===== config.mk =====
export PLATFORM = sky130hd
export DESIGN_NAME = score_text_gen
export DESIGN_NICKNAME = d
export VERILOG_FILES = /design/src/rtl/score_text_gen.sv
export SDC_FILE = /design/constraint.sdc
export NUM_CORES = 1
export LEC_CHECK = 0
export CAP_MARGIN = 20
export CORE_ASPECT_RATIO = 0.8
export CORE_MARGIN = 5
export CORE_UTILIZATION = 54
export CTS_CLUSTER_SIZE = 20
export DETAILED_ROUTE_END_ITERATION = 8
export GPL_ROUTABILITY_DRIVEN = 0
export PLACE_DENSITY = 0.91
export SYNTH_ARGS = -nofsm -noshare
export SYNTH_HDL_FRONTEND = slang
export SYNTH_SLANG_ARGS = --single-unit

===== constraint.sdc =====
create_clock -name pclk -period 3.1 [get_ports pclk]
set_clock_uncertainty 0.05 [all_clocks]
set_input_delay 0.775 -clock pclk [delete_from_list [all_inputs] [get_ports pclk]]
set_output_delay 0.775 -clock pclk [all_outputs]
set_load 0.01 [all_outputs]

===== src/rtl/score_text_gen.sv =====
// score_text_gen: score counter, sequential BCD converter and character/glyph source for the end-of-game overlay.
module score_text_gen #(
    parameter int SCORE_MAX     = 9999,
    parameter int TXT_ROW_TITLE = 0,
    parameter int TXT_ROW_SCORE = 2,
    parameter int TXT_ROW_HINT  = 4
) (
    input  logic        pclk,
    input  logic        rst,
    input  logic        apple_eaten,
    input  logic        score_clear,
    input  logic        game_over,
    input  logic        victory,
    input  logic [7:0]  char_yx,
    input  logic [7:0]  char_line,
    input  logic [7:0]  font_row,
    output logic [9:0]  font_addr,
    output logic [39:0] char_pixels,
    output logic [13:0] score,
    output logic        conv_busy
);
    localparam logic [71:0] TXT_GO = "GAME OVER";
    localparam logic [55:0] TXT_YW = "YOU WIN";
    localparam logic [39:0] TXT_SC = "SCORE";
    localparam logic [87:0] TXT_PR = "PRESS RESET";
    typedef enum logic [1:0] {IDLE, SHIFT, COMMIT} state_t;
    state_t      state;
    logic        pending, inc, change;
    logic [13:0] bin;
    logic [15:0] bcd, bcd_adj, digits;
    logic [3:0]  cnt, cx, cy;
    logic [7:0]  ascii;
    logic [2:0]  glyph_row;
    logic        zero_sup, blank, blank_q1, blank_q2;
    assign inc    = apple_eaten && score != 14'(SCORE_MAX);
    assign change = score_clear || inc;
    assign {cy, cx} = char_yx;
    always_comb begin
        bcd_adj = bcd;
        for (int i = 0; i < 4; i++)
            bcd_adj[4*i +: 4] = bcd[4*i +: 4] >= 4'd5 ? bcd[4*i +: 4] + 4'd3 : bcd[4*i +: 4];
    end
    // Pending is re-armed by any change, even one landing in the cycle a conversion starts.
    always_ff @(posedge pclk or posedge rst) begin
        if (rst) begin
            score     <= '0;
            pending   <= 1'b0;
            state     <= IDLE;
            bin       <= '0;
            bcd       <= '0;
            cnt       <= '0;
            digits    <= '0;
            conv_busy <= 1'b0;
        end else begin
            score   <= score_clear ? 14'd0 : inc ? score + 14'd1 : score;
            pending <= change || (pending && state != IDLE);
            case (state)
                IDLE: if (pending) begin
                    bin       <= score;
                    bcd       <= '0;
                    cnt       <= '0;
                    state     <= SHIFT;
                    conv_busy <= 1'b1;
                end
                SHIFT: begin
                    {bcd, bin} <= {bcd_adj[14:0], bin, 1'b0};
                    cnt        <= cnt + 4'd1;
                    if (cnt == 4'd13) state <= COMMIT;
                end
                default: begin
                    digits    <= bcd;
                    state     <= IDLE;
                    conv_busy <= 1'b0;
                end
            endcase
        end
    end
    // Suppressed leading zeros keep their digit code but are blanked like spaces.
    always_comb begin
        ascii    = 8'h20;
        zero_sup = 1'b0;
        if (cx < 4'd14 && cy < 4'd6) begin
            if (cy == 4'(TXT_ROW_TITLE)) begin
                if (game_over && cx >= 4'd2 && cx <= 4'd10) ascii = TXT_GO[8*(10-int'(cx)) +: 8];
                else if (!game_over && victory && cx >= 4'd3 && cx <= 4'd9) ascii = TXT_YW[8*(9-int'(cx)) +: 8];
            end else if (cy == 4'(TXT_ROW_SCORE)) begin
                if (cx >= 4'd2 && cx <= 4'd6) ascii = TXT_SC[8*(6-int'(cx)) +: 8];
                else if (cx >= 4'd8 && cx <= 4'd11) begin
                    ascii    = {4'h3, digits[4*(11-int'(cx)) +: 4]};
                    zero_sup = (cx == 4'd8 && digits[15:12] == 4'd0) || (cx == 4'd9 && digits[15:8] == 8'd0)
                            || (cx == 4'd10 && digits[15:4] == 12'd0);
                end
            end else if (cy == 4'(TXT_ROW_HINT) && cx >= 4'd1 && cx <= 4'd11) ascii = TXT_PR[8*(11-int'(cx)) +: 8];
        end
    end
    assign blank     = zero_sup || ascii == 8'h20;
    assign glyph_row = char_line >= 8'd40 ? 3'd7 : 3'(char_line / 8'd5);
    // Second blank stage lines up with the font ROM's one-cycle read latency.
    always_ff @(posedge pclk or posedge rst) begin
        if (rst) begin
            font_addr <= '0;
            blank_q1  <= 1'b1;
            blank_q2  <= 1'b1;
        end else begin
            font_addr <= {ascii[6:0], glyph_row};
            blank_q1  <= blank;
            blank_q2  <= blank_q1;
        end
    end
    always_comb begin
        char_pixels = '0;
        for (int i = 0; i < 8; i++) char_pixels[5*i +: 5] = {5{font_row[i] & ~blank_q2}};
    end
endmodule


# Yosys cells after proc, flatten, opt, wreduce, memory -nomap -nowiden
# Cells that the tools add are included.
# totals
regBits	80
latchBits	0
ramBits	0
romBits	0
memories	0
# op_classes
addsub	10
mul	0
div_mod_pow	1
order_cmp	15
eq_ne	11
n_shift	5
n_mux	31
n_bitwise	10
n_reduce_logical	33
# op_table
cell	n
$shiftx 88x8->8 const A	1
$shiftx 72x8->8 const A	1
$mux 8	7
$shiftx 56x8->8 const A	1
$mux 14	3
$shiftx 40x8->8 const A	1
$pmux 16 s2	1
$pmux 14 s2	1
$eq 4x4->1 const B	4
$ge 4x3->1 const B	4
$mux 16	1
$mux 4	4
$shiftx 16x7->4	1
$logic_and 1x1->1	15
$sub 4x4->5 const A	3
$add 14x1->14 const B	1
$ne 14x14->1 const B	1
$add 4x2->4 const B	3
$le 4x4->1 const B	3
$logic_not 12->1	1
$and 1x1->1	8
$div 8x3->8 const B	1
$eq 8x6->1 const B	1
$ge 4x2->1 const B	2
other kinds (29)	47

# Depth between registers and ports, before layout
# Gate-level depths: netlist of the first run.
# logic_depth
depth_word	10
ltp_mapped	13
depth_no_buf	11

# Worst setup path after synthesis of the first run
# Ideal clock, no wire load.
# synth_path
kind	in2reg
startpoint	in char_line[2]
endpoint	reg font_addr[0]
setup_time_ns	0.124
t_arrival_ns	2.728
required_ns	2.926
setup_slack_ns	0.198
path_stages	11
n_path_buf	1
cell_sequence	buf_6 or4_1 o22ai_1 o21ai_1 o211ai_2 inv_1 ha_1 nor2b_1 a22oi_1 a221o_1 a211o_1
# synth_between
elab_chain_cells	2
word_cells_on_any_way	3
cone_classes	div (1); order compare (1); mux (1)
# synth_lines
element	line	text
start, declared	15	input logic [7:0] char_line,
$div 8x3->8 or $ge 8x6->1 (tied branches)	97	assign glyph_row = char_line >= 8'd40 ? 3'd7 : 3'(char_line / 8'd5);
$mux 3 *	97	
net glyph_row[0]	33	logic [2:0] glyph_row;
end signal, assigned	105	font_addr <= {ascii[6:0], glyph_row};
end, declared	17	output logic [9:0] font_addr,
# The timed path passes the listed nets; every way through them passes the cells marked *.
# A chain may end at the register's enable or synchronous reset.

# Worst setup path after layout of the first run
# layout_path
startpoint	in char_yx[2]
endpoint	reg font_addr[9]
# layout_between
elab_chain_cells	7
word_cells_on_any_way	31
cone_classes	add/sub (4); order compare (8); shift (4); mux (7); reduce/logical (8)
# layout_lines
element	line	text
start, declared	14	input logic [7:0] char_yx,
branches (longest 6 deep; another with $sub 4x4->5)	--	
$mux 8 *	82	if (cx < 4'd14 && cy < 4'd6) begin
net ascii[6]	32	logic [7:0] ascii;
# Mark *: on every way through the listed nets, which the timed path passes.

==> impl_metrics.tcl, run 1 <==
set metrics [dict create \
    status "finished, final reports clean" \
    cap_violations 0 \
    fillers 696 \
    wl_per_cell_um 19.5 \
    cts.htree.levels 3 \
    layout.area.seq_um2 2000 \
    synth_compound_area_share_pct 18.7 \
    placed_area_um2 6880 \
    avgViaCountPerCell 6.34 \
    multi_input_area_um2 3190 \
    grt_max_degree 47 \
    syn-num-nets 705 \
    diodes 0 \
    hpwl_um 11600 \
    grt_remaining_overflow 0 \
    yosys_warnings 0 \
    slew_headroom_pct 33.5 \
    synthAdderAreaFrac_pct 6.66 \
    drc 0 \
    syn_area_per_cell_um2 8.74 \
    ctsHoldBuffers 0 \
    peakVddDrop_uv 247 \
    synth_ff_type "dfrtp_1" \
    die_area_um2 12600 \
    io_pins 95 \
    clock_sinks 80 \
    cts-buffers-inserted 9 \
    ys_seq_area_share_pct 35.6 \
    drive_gt1_share_pct 16.5 \
    netlist_area_um2 5640 \
    grt_pass1_vias 5668 \
    critPathCaptureType "flop" \
    die_w_um 124 \
    final_common_cell "clkdlybuf4s50_1" \
    path_clk_slew_ps 60 \
    cts_tree "yes" \
    first_pass_iters 8 \
    grtUsageTotal_pct 26.8 \
    finish.net_count 808 \
    routed_wl_um 17400 \
    clockBufferDepth 2 \
    worstSkewPairLatency_ps 350 \
    drtIter0Drc 680 \
    antenna_found_initial 0 \
    synth_top_area_share_pct 34.6 \
    row_count 33 \
    synth-seq-cells 80 \
    synth_top_area_cell "dfrtp_1" \
    synthSimpleGateAreaFrac_pct 18.7 \
    tightest_slew_ps 997 \
    fin_setup_tns_ps 0 \
    grt_pass1_wl_um 28000 \
    path_max_fanout 4 \
    synth-async-reset-ratio_pct 100 \
    finish.instance_area_um2 7230 \
    synth_xor_area_share_pct 3.88 \
    synth.area.mux_share_pct 7.84 \
    p_leak_uw 0.00305 \
    most-common-layout-cells "89 x clkdlybuf4s50_1, 78 x dfrtp_1, 69 x nand2_1" \
    ys_top_cells_by_area "dfrtp_1 35%, ha_1 6.7%, o21ai_0 5.9%" \
    start_kind "primary input" \
    hold_path.class "reg -> reg" \
    synth_top_family_by_area "simple AND/OR/NAND/NOR gates" \
    die_h_um 101 \
    start_util_pct 55.0 \
    synth_cell_types 72 \
    port-buffer-count 94 \
    fmax_mhz 327 \
    period_minus_slack_ps 3060 \
    finalCritPeriodShare_pct 98.7 \
    drv_slew 0 \
    cp.arrival_ps 3230 \
    power_density_nw_per_um2 364 \
    critPathKind "in -> reg" \
    synth-edff-count 0 \
    syn_inst 645 \
    finalSetupViolations 0 \
    critPathRequiredTime_ps 3270 \
    hold_violations 0 \
    p_total_uw 2630 \
    root_buffer "clkbuf_16" \
    antenna_left 0 \
    core_area_um2 10200 \
    via_count 5660 \
    area_growth_pct 28.3 \
]
-- synthesized netlist by cell type (3+ instances only) --
cell type,number
dfrtp_1,78
nand2_1,69
o21ai_0,66
nor2_1,47
a21oi_1,32
buf_4,32
ha_1,30
inv_1,29
nand3_1,21
clkbuf_1,20
mux2_2,17
mux2i_1,16
nor3_1,14
xnor2_1,14
nor2b_1,13
nand2b_1,12
xor2_1,11
o22ai_1,9
buf_2,6
a211oi_1,5
a221oi_1,5
a31oi_1,5
o211ai_1,5
a22oi_1,4
buf_1,4
mux4_2,4
nor3b_1,4
o31ai_1,4
or4_1,4
a21o_1,3
or3_1,3
or3_2,3
-- cells by family (layout without fill, tap and decap cells) --
logic type,after synthesis,count (layout)
simple gates,213,213
compound gates,167,167
buf+inv,93,201
flops,80,80
mux,37,37
fa+ha+maj,30,30
xor+xnor,25,25
-- cell type report --
type	count	share of cell area, %
multi-input cells	472	44.1
flip-flops and latches	80	27.7
repair buffers	156	20.0
clock buffers	13	3.60
well taps	140	2.42
inverters	29	1.52
clock inverters	3	0.554
-- final timing paths --
kind | slack (ps) | from | endpoint | cells past startpoint
worst max register to register | 430 | score[4]$_DFFE_PP0P_ | score[13]$_DFFE_PP0P_ | 7
min in group asynchronous | 780 | rst | digits[9]$_DFFE_PP0N_ | 2
worst min-delay path | 310 | blank_q1$_DFF_PP1_ | blank_q2$_DFF_PP1_ | 0
max in group asynchronous | 1560 | rst | bin[1]$_DFFE_PP0P_ | 3
worst min register to register | 310 | blank_q1$_DFF_PP1_ | blank_q2$_DFF_PP1_ | 0
worst max-delay path | 40 | char_yx[2] | font_addr[9]$_DFF_PP0_ | 11
-- registers in the layout, indices dropped and copies added, names as in the netlist --
register and count:
bcd 16, digits 16, bin 14, score 14, font_addr 10, cnt 4, state 2, blank_q1 1
blank_q2 1, conv_busy 1, pending 1
-- metrics by stage --
| stage | setup slack [ps] | hold WS [ps] | std cells | util, % |
|---|---|---|---|---|
| floorplan | 198 | 295 | 645 | - |
| global placement | -274 | 296 | 877 | 67.2 |
| detailed placement | -409 | 305 | 877 | 67.2 |
| CTS | 38.6 | 313 | 893 | 70.2 |
| global route | -25.9 | 314 | 893 | 70.6 |
| finish | 39.2 | 309 | 893 | 70.6 |
-- critical path, stage by stage --
cell and delay (ps):
clkdlybuf4s50_1 410, inv_1 160, ha_2 250, inv_1 70
ha_1 210, a221oi_2 290, nand3_1 180, buf_4 190
o21ai_0 260, a21oi_1 110, nor3_1 310
-- repair_timing --
| item | CTS | global route |
|---|---|---|
| setup endpoints to repair | 2 | 7 |
| hold endpoints to repair | 0 | 0 |
| resized for setup | 4 | 12 |
| setup buffers | 0 | 0 |
-- power by group --
group	internal (µW)	leakage (µW)	switching (µW)	total, µW
clock network	666	0.000150	411	1080
registers	1060	0.00107	12.3	1070
logic	223	0.00183	263	486
-- routing by layer --
layer	up-vias	wire length, µm	GRT usage, %
met4	0	728	12.0
met3	114	1980	9.17
met2	438	8110	45.1
li1	2472	-	-
met5	-	0	0
met1	2636	6560	31.7
No activity file was read; power rests on OpenSTA's default activity.
==> run 2, diff against run 1 <==
- CTS_CLUSTER_SIZE: 20 -> 24
==> results of run 2 <==
No change in the layout: final DEF, timing and power equal those of run 1.
